===== src/rtl/mcu_write_if_pkg.sv =====
// Shared constants for the MCU write interface: word count, word width and
// the byte-lane map selected by {sel1,sel2} (same map as the read path).
package mcu_write_if_pkg;

  localparam int unsigned NUM_WORDS = 2;
  localparam int unsigned WORD_W    = 32;
  localparam int unsigned BYTE_W    = 8;

  // Byte-lane index carried on {sel1,sel2}
  typedef logic [1:0] byte_idx_t;

  localparam byte_idx_t BYTE0 = 2'd0;  // bits [7:0]
  localparam byte_idx_t BYTE1 = 2'd1;  // bits [15:8]
  localparam byte_idx_t BYTE2 = 2'd2;  // bits [23:16]
  localparam byte_idx_t BYTE3 = 2'd3;  // bits [31:24], commit byte

endpackage


===== src/rtl/mcu_write_if_sync.sv =====
// Two-flop synchronizer with a configurable width and reset value.
module sync_2ff #(
  parameter int unsigned       WIDTH     = 1,
  parameter logic [WIDTH-1:0]  RESET_VAL = '0
) (
  input  logic             clk,
  input  logic             rst_n,
  input  logic [WIDTH-1:0] d,
  output logic [WIDTH-1:0] q
);

  logic [WIDTH-1:0] meta;

  // Stage 1 samples the asynchronous input, stage 2 is the usable output
  always_ff @(posedge clk or negedge rst_n) begin
    if (!rst_n) begin
      meta <= RESET_VAL;
      q    <= RESET_VAL;
    end else begin
      meta <= d;
      q    <= meta;
    end
  end

endmodule


===== src/rtl/mcu_write_if.sv =====
// MCU byte-wide write port assembling two 32-bit words. Bytes 0..2 collect
// in a per-word shadow; a byte-3 write commits the word atomically when the
// lower three bytes have all been written, otherwise it flags a sequence
// error and discards the partial word.
module mcu_write_if
  import mcu_write_if_pkg::*;
(
  input  logic              clk,
  input  logic              rst_n,
  input  logic              wr_n,
  input  logic              sel0,
  input  logic              sel1,
  input  logic              sel2,
  input  logic [BYTE_W-1:0] data_in,
  output logic [WORD_W-1:0] data_out0,
  output logic [WORD_W-1:0] data_out1,
  output logic              load0,
  output logic              load1,
  output logic              seq_err
);

  localparam int unsigned BUS_W = 1 + 2 + BYTE_W;

  logic             wr_s;
  logic             wr_d3;
  logic [BUS_W-1:0] bus_s;
  logic             wr_rise;
  logic             word_sel;
  byte_idx_t        byte_idx;
  logic [BYTE_W-1:0] byte_data;

  // Shadow holds only bytes 0..2; byte 3 goes straight to the output on
  // commit, so neither the shadow nor the mask needs a fourth lane.
  logic [WORD_W-BYTE_W-1:0] shadow   [NUM_WORDS];
  logic [2:0]               mask     [NUM_WORDS];
  logic [WORD_W-1:0]        word_out [NUM_WORDS];
  logic [NUM_WORDS-1:0]     load;

  sync_2ff #(
    .WIDTH     (1),
    .RESET_VAL (1'b1)
  ) u_sync_wr (
    .clk   (clk),
    .rst_n (rst_n),
    .d     (wr_n),
    .q     (wr_s)
  );

  sync_2ff #(
    .WIDTH     (BUS_W),
    .RESET_VAL ('0)
  ) u_sync_bus (
    .clk   (clk),
    .rst_n (rst_n),
    .d     ({sel0, sel1, sel2, data_in}),
    .q     (bus_s)
  );

  // Delayed copy of synchronized wr_n for rising-edge detection
  always_ff @(posedge clk or negedge rst_n) begin
    if (!rst_n) wr_d3 <= 1'b1;
    else        wr_d3 <= wr_s;
  end

  // Decode the synchronized strobe and select/data fields
  always_comb begin
    wr_rise   = wr_s & ~wr_d3;
    word_sel  = bus_s[BUS_W-1];
    byte_idx  = bus_s[BYTE_W +: 2];
    byte_data = bus_s[BYTE_W-1:0];
  end

  // Byte capture, word commit, load pulses and sticky sequence error
  always_ff @(posedge clk or negedge rst_n) begin
    if (!rst_n) begin
      for (int unsigned i = 0; i < NUM_WORDS; i++) begin
        shadow[i]   <= '0;
        mask[i]     <= '0;
        word_out[i] <= '0;
      end
      load    <= '0;
      seq_err <= 1'b0;
    end else begin
      load <= '0;
      if (wr_rise) begin
        case (byte_idx)
          BYTE0: begin
            shadow[word_sel][7:0]   <= byte_data;
            mask[word_sel][0]       <= 1'b1;
          end
          BYTE1: begin
            shadow[word_sel][15:8]  <= byte_data;
            mask[word_sel][1]       <= 1'b1;
          end
          BYTE2: begin
            shadow[word_sel][23:16] <= byte_data;
            mask[word_sel][2]       <= 1'b1;
          end
          BYTE3: begin
            mask[word_sel] <= '0;
            if (&mask[word_sel]) begin
              word_out[word_sel] <= {byte_data, shadow[word_sel]};
              load[word_sel]     <= 1'b1;
            end else begin
              seq_err <= 1'b1;
            end
          end
          default: ;
        endcase
      end
    end
  end

  // Map internal word arrays onto the named output ports
  always_comb begin
    data_out0 = word_out[0];
    data_out1 = word_out[1];
    load0     = load[0];
    load1     = load[1];
  end

endmodule


===== config.mk =====
export PLATFORM = sky130hd
export DESIGN_NAME = mcu_write_if
export DESIGN_NICKNAME = d
export VERILOG_FILES = /design/src/rtl/mcu_write_if_pkg.sv /design/src/rtl/mcu_write_if_sync.sv /design/src/rtl/mcu_write_if.sv
export SDC_FILE = /design/constraint.sdc
export NUM_CORES = 1
export LEC_CHECK = 0
export CORE_AREA = 2 2 152 95
export CTS_CLUSTER_DIAMETER = 40
export DETAILED_ROUTE_END_ITERATION = 8
export DIE_AREA = 0 0 154 97
export PLACE_DENSITY = 0.78
export SYNTH_ARGS = -nofsm -noshare
export SYNTH_HDL_FRONTEND = slang
export SYNTH_SLANG_ARGS = --single-unit

===== constraint.sdc =====
create_clock -name clk -period 2.6 [get_ports clk]
set_clock_uncertainty 0.2 [all_clocks]
set_input_delay 0.65 -clock clk [delete_from_list [all_inputs] [get_ports clk]]
set_output_delay 0.65 -clock clk [all_outputs]
set_load 0.01 [all_outputs]

-- Yosys cells after proc, flatten, opt, wreduce, memory -nomap -nowiden
Index checks and enable logic that the tools add are counted.
- $lt $le $gt $ge: 4
- equal/unequal tests: 3
- mux-type cells: 33
- bitwise logic cells: 9
- reductions and logical operators: 8
- operators with widths (kind ; count):
    48-bit bitwise mux ; 3
    48-bit one-hot mux with 3 select lines ; 1
    24-bit two-way mux ; 4
    24-bit demux with 1-bit select ; 3
    64-bit bitwise mux ; 1
    32-bit demux with 1-bit select ; 1
    32-bit two-way mux ; 1
    6-bit one-hot mux with 4 select lines ; 1
    6-bit OR ; 3
    16-bit two-way mux ; 1
    3-bit two-way mux ; 5
    3-bit demux with 1-bit select ; 4
    2-bit two-way mux ; 4
    8-bit two-way mux ; 1
    6-bit AND ; 1
    6-bit inverter ; 1
    3-bit AND reduction ; 2
    5-bit AND reduction ; 1
    2-bit equality test (second input constant) ; 2
    3-bit nonzero test ; 1
    2-bit by 1-bit equality test with 1-bit output (second input constant) ; 1
    2-bit >= comparator (second input constant) ; 1
    1-bit logical AND ; 2
    2-bit logical NOT ; 1
    9 further kinds ; 11
- register bits after elaboration: 146
- input bits: 14
- output and inout port bits: 67
- word-level logic and storage cells: 70

-- Depth between registers and ports, before layout
- depth in word-level cells: 8
- gate-level depth with buffers: 7

-- Modules after synthesis
From an unflattened synthesis, not the netlist that was laid out.
- cells, all modules: 420
- area, all modules: 5910.7 sq um
- modules (own cells, without submodules) (module ; times used ; cells an instance ; area each (sq um) ; sequential area each (sq um)):
    mcu_write_if ; 1 ; 396 ; 5307.6 ; 3054.2
    sync_2ff at u_sync_bus ; 1 ; 22 ; 550.5 ; 550.5
    sync_2ff at u_sync_wr ; 1 ; 2 ; 52.6 ; 52.6

-- Worst setup path before layout
No wires, ideal clock.
- path kind: reg2reg
- from: register u_sync_bus.q[8]
- to: register shadow[16] (netlist bit)
- arrival time: 1.695 ns
- required time: 2.275 ns
- setup slack: 0.580 ns
- cell stages (with the launch flop): 7
- buffers on the path: 1
- clock period less this slack: 2.020 ns
- cells stage by stage: dfrtp_1 inv_1 ha_1 or4b_4 buf_6 o21ai_1 nand3_1
- word-level cells in the longest chain between the ends: 3
- elaborated cells between the ends (all ways): 6
- RTL lines (item ; line ; RTL):
    start, declared ; mcu_write_if_sync.sv:9 ; output logic [WIDTH-1:0] q
    start signal, assigned ; mcu_write_if_sync.sv:21 ; q <= meta;
    2-bit equality test (tied with other cells) ; mcu_write_if.sv:86 ; case (byte_idx)
    3-bit nonzero test (no line) ; - ;
    2-bit AND reduction (no line) ; - ;
    end signal, assigned by index ; mcu_write_if.sv:88 ; shadow[word_sel][7:0] <= byte_data;
    end signal, assigned by index ; mcu_write_if.sv:92 ; shadow[word_sel][15:8] <= byte_data;
    end signal, assigned by index ; mcu_write_if.sv:96 ; shadow[word_sel][23:16] <= byte_data;
    end, declared ; mcu_write_if.sv:34 ; logic [WORD_W-BYTE_W-1:0] shadow [NUM_WORDS];
Parallel ways exist; a longest one is shown, timed or not.
A chain may end at the register's enable or synchronous reset.

-- Final worst setup path
- from: register u_sync_bus.q[8]
- to: register shadow[9] (netlist bit)
Same word-level chain as after synthesis.

==> impl_metrics.py <==
metrics = {
    "critical_path": {
        "max_stage_delay_ps": 780,
        "cp_slowest_cell": "or4b_4",
        "crit_arrival_ps": 2360,
        "crit_type": "reg2reg",
        "path_max_fanout": 32,
        "cp.required_ps": 2690,
        "r2r_setup_slack_ps": 330,
        "crit_path_end_kind": "register",
        "crit_chain": "inv_1 -> ha_1 -> or4b_4 -> o21ai_1 -> nand3_1",
        "critPathLaunchType": "register",
    },
    "routing": {
        "drtPass1Iterations": 4,
        "first_iter_violations": 305,
        "num_vias": 4054,
        "routedWlPerCell_um": 19.0,
        "viasPerCell": 5.61,
        "routed_wl_um": 13700,
        "drc": 0,
        "antenna_left": 0,
    },
    "die": {
        "io_pins": 81,
        "die_area_mm2": 0.0149,
        "die_w_um": 154,
        "initial_utilization_pct": 44.6,
        "core_mm2": 0.0134,
        "fp.dieH_um": 97,
        "placementRows": 33,
    },
    "synth": {
        "syn_area_mm2": 0.00599,
        "synth_top_cell_by_area": "dfrtp_1",
        "seq_area_frac_synth_pct": 61.1,
        "synth-edff-count": 0,
        "avgSynthCellArea_um2": 13.0,
        "synth_cell_types": 34,
        "synth.most_common_cell": "dfrtp_1",
        "synth_common_cells": "dfrtp_1 (143), nand3_1 (64), mux2_1 (49)",
        "syn-instance-count": 461,
        "async_reset_ff_share_pct": 100,
        "yosys.area.top_type_share_pct": 59.8,
        "ys_seq_elements": 146,
        "synthTopCellsByArea": "dfrtp_1 (60%), mux2_1 (9.2%), mux2_2 (7.3%)",
        "yosys_warnings": 0,
        "synth_fp_nets": 478,
        "synthFlopType": "dfrtp_1",
    },
    "timing": {
        "hold_viol_final": 9,
        "finalCritPeriodShare_pct": 87.2,
        "max_freq_mhz": 441,
        "tightestPinTransition_ps": 738,
        "fin_tns_setup_ps": 0,
        "setup_violations": 0,
        "holdWs_ps": -8.76,
        "rsz0062_at_grt": "false",
        "finalCriticalPeriod_ps": 2270,
        "timing.final.ws_setup_ps": 333,
        "relSlewSlack_pct": 50.7,
        "drv_slew": 0,
    },
    "cts": {
        "cts_setup_buffers": 0,
        "holdBufCountCts": 0,
        "clk_pin_slew_ps": 60,
        "cts_tree": "done",
        "htreeDepth": 4,
        "cts.sinks": 146,
        "cts_buffers": 17,
        "cts_root_buf": "clkbuf_16",
        "clockBufferDepth": 2,
        "post_cts_resized": 0,
        "insertion_delay_ps": 410,
    },
    "run_status": {
        "violations": "negative hold slack",
        "outcome": "finished with violations",
    },
    "layout": {
        "syn_to_final_growth_pct": 26.0,
        "fin_nets": 552,
        "nFillCells": 1056,
        "n_antenna_cell": 0,
        "finish.utilization_pct": 56.2,
        "drive_above_1_share_pct": 17.0,
    },
    "global_route": {
        "grt_overflow": 0,
        "grt_use_total_pct": 19.5,
        "antenna_found_initial": 0,
        "grt_max_degree": 62,
        "grt_pass1_wl_um": 22700,
        "grt_pass1_vias": 4058,
    },
    "run": {
        "maxCapViolCount": 0,
    },
    "placed_design": {
        "gp_congestion": 0.838,
        "dp_hpwl_um": 8950,
        "place_ws_ps": 348,
        "port_buffers": 80,
    },
    "pwr": {
        "p_per_area_mw_per_mm2": 837,
        "vdd_ir_drop_max_uv": 495,
        "p_leak_nw": 3.41,
    },
    "worst_hold_path": {
        "worstHoldPathType": "in2async",
    },
}
kinds of logic after synthesis:
kind of cell	synth area share, %
flip-flops	61.1
AND/OR/NAND/NOR	12.1
multiplexers	16.6
AO/OA/AOI/OAI	6.27
buffers and inverters	3.39
adder cells (fa/ha/maj)	0.627
cells in the final DEF (no fill, tap or decap), types with 5 or more instances in the layout:
master and n:
dfrtp_1 142, clkdlybuf4s50_1 79, nand3_1 64, mux2_1 49
mux2_2 39, o21ai_1 31, nand2_1 18, nand4_1 17
clkbuf_16 17, a22o_1 16, nor2b_1 11, buf_12 6
a21oi_1 5
worst max-delay path: cells and delay by family (launching register included):
kind,cells,cell delay (ps)
compound gates,1,220
fa+ha+maj,1,400
flops,1,370
simple gates,2,890
buf+inv,1,60
power by group:
part / switching [mW] / internal, mW / total (mW)
clock network: 0.934 / 1.44 / 2.38
registers: 0.302 / 2.67 / 2.97
logic: 0.464 / 0.503 / 0.967
worst paths after layout:
path,cells past startpoint,end,from
min in group clk,0,u_sync_bus.q[6],u_sync_bus.meta[6]
max in group asynchronous,2,u_sync_wr.q,rst_n
hold reg to reg,0,u_sync_bus.q[6],u_sync_bus.meta[6]
setup / recovery,5,shadow[9],u_sync_bus.q[8]
setup reg to reg,5,shadow[9],u_sync_bus.q[8]
hold / removal,1,data_out1[19],rst_n
routing by layer:
| metal | track usage, % | vias up | routed length, um |
|---|---|---|---|
| met3 | 6.77 | 22 | 1130 |
| li1 | - | 1817 | - |
| met1 | 28.2 | 2045 | 6530 |
| met5 | 0 | - | 0 |
| met2 | 27.3 | 170 | 5840 |
| met4 | 6.40 | 0 | 208 |
state kept, by name, indices dropped and copies added, names as in the netlist:
name and count:
shadow 48, data_out0 32, data_out1 32, u_sync_bus.meta 11, u_sync_bus.q 11, mask 6
load 2, seq_err 1, u_sync_wr.meta 1, u_sync_wr.q 1, wr_d3 1
layout make-up:
type / count / area [um^2] / share of cell area (%)
Multi-Input combinational cell: 278 / 2130 / 28.2
Inverter: 2 / 7.51 / 0.0995
Tap cell: 175 / 219 / 2.90
Clock inverter: 11 / 131 / 1.74
Sequential cell: 146 / 3660 / 48.5
Clock buffer: 21 / 450 / 5.97
Timing Repair Buffer: 90 / 952 / 12.6
metrics by stage:
stage | power, mW | area, um^2 | std cells
finish | 6.32 | 7540 | 723
global route | 6.64 | 7540 | 723
CTS | 6.36 | 7540 | 723
detailed placement | 3.96 | 6960 | 691
global placement | 3.88 | 6960 | 691
floorplan | 3.54 | 5990 | 461
Note: power is estimated with default switching activity, not from simulation.
